`config.mk`:
```
export PLATFORM = sky130hd
export DESIGN_NAME = fpr_writeback_queue
export DESIGN_NICKNAME = d
export VERILOG_FILES = /design/src/rtl/fpr_writeback_queue.sv
export SDC_FILE = /design/constraint.sdc
export NUM_CORES = 1
export LEC_CHECK = 0
export BUFFER_PORTS_ARGS = -buffer_cell sky130_fd_sc_hd__buf_4
export CAP_MARGIN = 20
export CORE_MARGIN = 1
export CORE_UTILIZATION = 65
export CTS_BUF_LIST = sky130_fd_sc_hd__clkbuf_2 sky130_fd_sc_hd__clkbuf_4 sky130_fd_sc_hd__clkbuf_8
export CTS_CLUSTER_SIZE = 20
export DETAILED_ROUTE_END_ITERATION = 6
export GPL_TIMING_DRIVEN = 0
export PLACE_DENSITY = 0.88
export SYNTH_ARGS = -nofsm -noshare
export SYNTH_HDL_FRONTEND = slang
export SYNTH_SLANG_ARGS = --single-unit
```
`constraint.sdc`:
```
create_clock -name clk -period 2.95 [get_ports clk]
set_input_delay 0.59 -clock clk [delete_from_list [all_inputs] [get_ports clk]]
set_output_delay 0.59 -clock clk [all_outputs]
set_load 0.01 [all_outputs]
```
`src/rtl/fpr_writeback_queue.sv`:
```
`default_nettype none
// ============================================================================
// Module   : fpr_writeback_queue
// Purpose  : Write-side companion of the FP register file. Results from the
//            multi-cycle FP datapath are buffered in an in-order FIFO and
//            drained one per cycle onto the registered FPR write port. The
//            pending-write check lets decode stall on FP RAW hazards.
// Revision : 1.0  initial release
// ----------------------------------------------------------------------------
// Ports
//   clk        in   system clock, all state updates on posedge
//   reset      in   asynchronous active-low reset
//   enq_valid  in   FP result offered this cycle
//   enq_ready  out  queue can accept (== !full)
//   enq_rd     in   destination FP register of the offered result
//   enq_data   in   offered result value
//   wr_stall   in   write port unavailable, hold the head entry
//   regWr      out  registered write enable to the FPR file
//   Rw         out  registered write address to the FPR file
//   busW       out  registered write data to the FPR file
//   chk_rs     in   source register 1 being decoded
//   chk_rt     in   source register 2 being decoded
//   pend_rs    out  chk_rs has a write not yet committed
//   pend_rt    out  chk_rt has a write not yet committed
//   count      out  number of valid entries, 0..DEPTH
//   full       out  count == DEPTH
//   empty      out  count == 0
// ============================================================================
module fpr_writeback_queue #(
  parameter int DEPTH  = 4,
  parameter int ADDR_W = 2
) (
  input  logic              clk,
  input  logic              reset,
  input  logic              enq_valid,
  output logic              enq_ready,
  input  logic [0:4]        enq_rd,
  input  logic [0:31]       enq_data,
  input  logic              wr_stall,
  output logic              regWr,
  output logic [0:4]        Rw,
  output logic [0:31]       busW,
  input  logic [0:4]        chk_rs,
  input  logic [0:4]        chk_rt,
  output logic              pend_rs,
  output logic              pend_rt,
  output logic [ADDR_W:0]   count,
  output logic              full,
  output logic              empty
);

  localparam logic [ADDR_W:0] FULL_COUNT = (ADDR_W + 1)'(DEPTH);
  localparam logic [ADDR_W:0] CNT_ONE    = (ADDR_W + 1)'(1);
  localparam logic [ADDR_W-1:0] PTR_ONE  = (ADDR_W)'(1);

  logic [0:4]        rd_mem   [DEPTH];
  logic [0:31]       data_mem [DEPTH];
  logic [DEPTH-1:0]  valid;
  logic [ADDR_W-1:0] wr_ptr;
  logic [ADDR_W-1:0] rd_ptr;

  logic enq;
  logic pop;

  // Status is decoded purely from count.
  assign full      = (count == FULL_COUNT);
  assign empty     = (count == '0);
  assign enq_ready = !full;

  // Enqueue is blocked whenever full, even if a pop frees a slot this cycle.
  assign enq = enq_valid && !full;
  assign pop = !empty && !wr_stall;

  // Payload storage needs no reset: the valid bits qualify every read.
  always_ff @(posedge clk) begin
    if (enq) begin
      rd_mem[wr_ptr]   <= enq_rd;
      data_mem[wr_ptr] <= enq_data;
    end
  end

  always_ff @(posedge clk or negedge reset) begin
    if (!reset) begin
      wr_ptr <= '0;
      rd_ptr <= '0;
      count  <= '0;
      valid  <= '0;
      regWr  <= 1'b0;
      Rw     <= '0;
      busW   <= '0;
    end else begin
      // enq and pop never target the same slot: that would need the queue to
      // be both full (enq blocked) or empty (pop blocked).
      if (pop) begin
        valid[rd_ptr] <= 1'b0;
        rd_ptr        <= rd_ptr + PTR_ONE;
        regWr         <= 1'b1;
        Rw            <= rd_mem[rd_ptr];
        busW          <= data_mem[rd_ptr];
      end else begin
        regWr         <= 1'b0;
      end

      if (enq) begin
        valid[wr_ptr] <= 1'b1;
        wr_ptr        <= wr_ptr + PTR_ONE;
      end

      case ({enq, pop})
        2'b10:   count <= count + CNT_ONE;
        2'b01:   count <= count - CNT_ONE;
        default: count <= count;
      endcase
    end
  end

  // A write is still pending while queued or while it sits on the output
  // register waiting for the FPR file to capture it on the falling edge.
  always_comb begin
    pend_rs = regWr && (Rw == chk_rs);
    pend_rt = regWr && (Rw == chk_rt);
    for (int i = 0; i < DEPTH; i++) begin
      if (valid[i] && (rd_mem[i] == chk_rs)) pend_rs = 1'b1;
      if (valid[i] && (rd_mem[i] == chk_rt)) pend_rt = 1'b1;
    end
  end

endmodule
`default_nettype wire

```
==> load_flow_metrics.sql <==
INSERT INTO impl_metrics (metric_group, metric, value, unit) VALUES
('timing', 'final.setup.tns', '0', 'ns'),
('worst_setup_path', 'timing.critical_path.slowest_stage_cell', 'edfxtp_1', ''),
('finish', 'antennaDiodeCount', '0', ''),
('power', 'power_switching_share', '0.307', ''),
('synth', 'mappedNetlistNets', '472', ''),
('clocking', 'htree_levels', '4', ''),
('worst_setup_path', 'cp_data_arrival_time', '1.90', 'ns'),
('job', 'timing.max_cap.violations', '0', ''),
('power', 'leakage', '0.00351', 'uW'),
('worst_setup_path', 'cp_top_family', 'simple AND/OR/NAND/NOR gates', ''),
('detailed_routing', 'vias_per_instance', '5.98', ''),
('synth', 'synth_ff_type', 'edfxtp_1', ''),
('finish', 'sequential_cell_area', '5670', 'sq um'),
('detailed_routing', 'post-route-drc-count', '0', ''),
('power', 'power_internal', '6230', 'uW'),
('place', 'place_congestion', '0.856', ''),
('clocking', 'clock_tree_from_tritoncts', 'built', ''),
('floorplan', 'rows', '40', ''),
('timing', 'worst_hold_slack', '0.154', 'ns'),
('floorplan', 'die-width', '113', 'um'),
('worst_setup_path', 'reg2reg_slack', '0.47', 'ns'),
('outcome', 'outcome', 'finished, final reports clean', ''),
('global_route', 'global_route.peak_usage_layer', 'met2', ''),
('floorplan', 'initial_core_util', '0.665', ''),
('timing', 'skew', '0.0116', 'ns'),
('detailed_routing', 'routed_wl', '14800', 'um'),
('finish', 'final_area', '9340', 'sq um'),
('synth', 'mappedNetlistArea', '7980', 'sq um'),
('timing', 'drv_slew', '0', ''),
('clocking', 'cts_repair_resize_count', '0', ''),
('clocking', 'cts_sinks', '197', ''),
('timing', 'max-slew-margin-rel', '0.532', ''),
('clocking', 'post-cts-setup-buffer-count', '0', ''),
('worst_setup_path', 'launching_element_type_of_the_critical_path', 'register', ''),
('timing', 'final_min_period_over_clock_period', '0.845', ''),
('global_route', 'grt_pass1_vias', '4314', ''),
('synth', 'synth_edf_count', '148', ''),
('power', 'power_consumption', '8990', 'uW'),
('worst_setup_path', 'critical-path-max-stage-delay', '0.45', 'ns'),
('timing', 'tightestPinTransition', '0.701', 'ns'),
('power', 'max-vdd-ir-drop', '503', 'uV'),
('finish', 'multi_input_comb_area', '2150', 'sq um'),
('global_route', 'grtUsageMet1', '0.340', ''),
('detailed_routing', 'wire_per_inst', '21.7', 'um'),
('power', 'total_switching_power', '2760', 'uW'),
('synth', 'synthDominantAreaCellType', 'edfxtp_1', ''),
('global_route', 'grt_start_max_net_pins', '50', ''),
('worst_setup_path', 'worstSetupStartpoint', 'rd_mem[2][2]', ''),
('worst_setup_path', 'timing.critical_path.cells', 'xor2_1 > nor4_1 > and3_1 > a31oi_1 > nand4_1 > buf_4', ''),
('worst_setup_path', 'critical_path_peak_fanout', '3', ''),
('power', 'seq_power_share', '0.467', ''),
('power', 'p_per_area', '962', 'nW/um^2'),
('synth', 'synth_top_area_share', '0.557', ''),
('timing', 'setup-violations-final', '0', ''),
('worst_setup_path', 'cp.required', '2.36', 'ns'),
('finish', 'most_frequent_standard_cell_in_the_layout_excluding_fill_and_tap_cells', 'edfxtp_1', ''),
('synth', 'ys_ff_latch', '197', ''),
('place', 'port_buffers', '86', ''),
('synth', 'mean_post_synth_cell_area', '19.4', 'sq um'),
('worst_setup_path', 'cp_num_cells', '6', ''),
('floorplan', 'floorplan.io_pins', '97', ''),
('worst_setup_path', 'worstPathBufferInverterCount', '1', ''),
('floorplan', 'die_h', '113', 'um'),
('finish', 'nFillCells', '657', ''),
('synth', 'synth.area.top_cells', 'edfxtp_1 (56%), dfrtp_1 (15%), mux4_2 (10%)', ''),
('timing', 'final_hold_viol_count', '0', ''),
('finish', 'design.final.nets', '581', ''),
('synth', 'synth_sequential_area_ratio', '0.710', ''),
('detailed_routing', 'drt_first_pass_iters', '4', ''),
('global_route', 'overflow_left_after_global_routing', '0', ''),
('place', 'place_area', '8920', 'sq um');
==> metal layers <==
metal	share of wire	up-vias
met4	0.023	0
met3	0.048	31
met1	0.41	2100
li1	-	1798
met2	0.52	136
met5	0	-
==> Yosys cell counts (all sizes together), types with 2 or more instances <==
cell and number:
a21o 4, a31oi 2, and3 6, buf 12, clkbuf 10, dfrtp 49
edfxtp 148, ha 9, inv 9, mux2 37, mux4 37, nand2 6
nand3 7, nand4 2, nor2 2, nor4 10, o21ai 2, xnor2 13
xor2 42
==> per-stage QoR <==
stage / util / std cells / worst slack (ns)
after global placement: 0.734 / 644 / 0.154
after detailed placement: 0.743 / 648 / 0.304
after floorplan: - / 411 / 0.791
after global routing: 0.778 / 680 / 0.228
final: 0.778 / 680 / 0.456
after CTS: 0.778 / 680 / 0.452
==> cell families after synthesis <==
group	count (synthesis)	synth area share
flops	197	0.710
xor+xnor	55	0.0603
compound gates	8	0.00658
simple gates	35	0.0240
fa+ha+maj	10	0.0166
buf+inv	31	0.0212
mux	75	0.161
==> final timing paths <==
| path | to |
|---|---|
| worst max-delay path | pend_rs |
| worst min-delay path | Rw[2] |
| worst max register to register | count[2] |
| worst min register to register | busW[31] |
| max in group asynchronous | busW[1] |
| min in group clk | data_mem[1][7] |
==> power by group through the flow <==
stage	combinational (uW)	clock, uW	sequential [uW]
2_1_floorplan	1810	0	4270
3_3_place_gp	2850	0	4210
3_5_place_dp	3040	0	4250
4_1_cts	3080	1780	4200
5_1_grt	3270	1880	4270
6_report	3030	1760	4190
==> flip-flops by register name, summed over array words and instances, names as in the netlist <==
register and count:
rd_mem 20, rd_ptr 2, data_mem 128, busW 32, wr_ptr 2, valid 4
regWr 1, count 3, Rw 5
==> layout make-up <==
| class | count | share of cell area |
|---|---|---|
| buffer | 22 | 0.0145 |
| clock buffer | 18 | 0.0265 |
| clock inverter | 14 | 0.0185 |
| inverter | 9 | 0.00362 |
| multi-input combinational | 183 | 0.230 |
| sequential | 197 | 0.607 |
| tap | 147 | 0.0197 |
| timing repair buffer | 90 | 0.0801 |
Note: power is estimated with default switching activity, not from simulation.
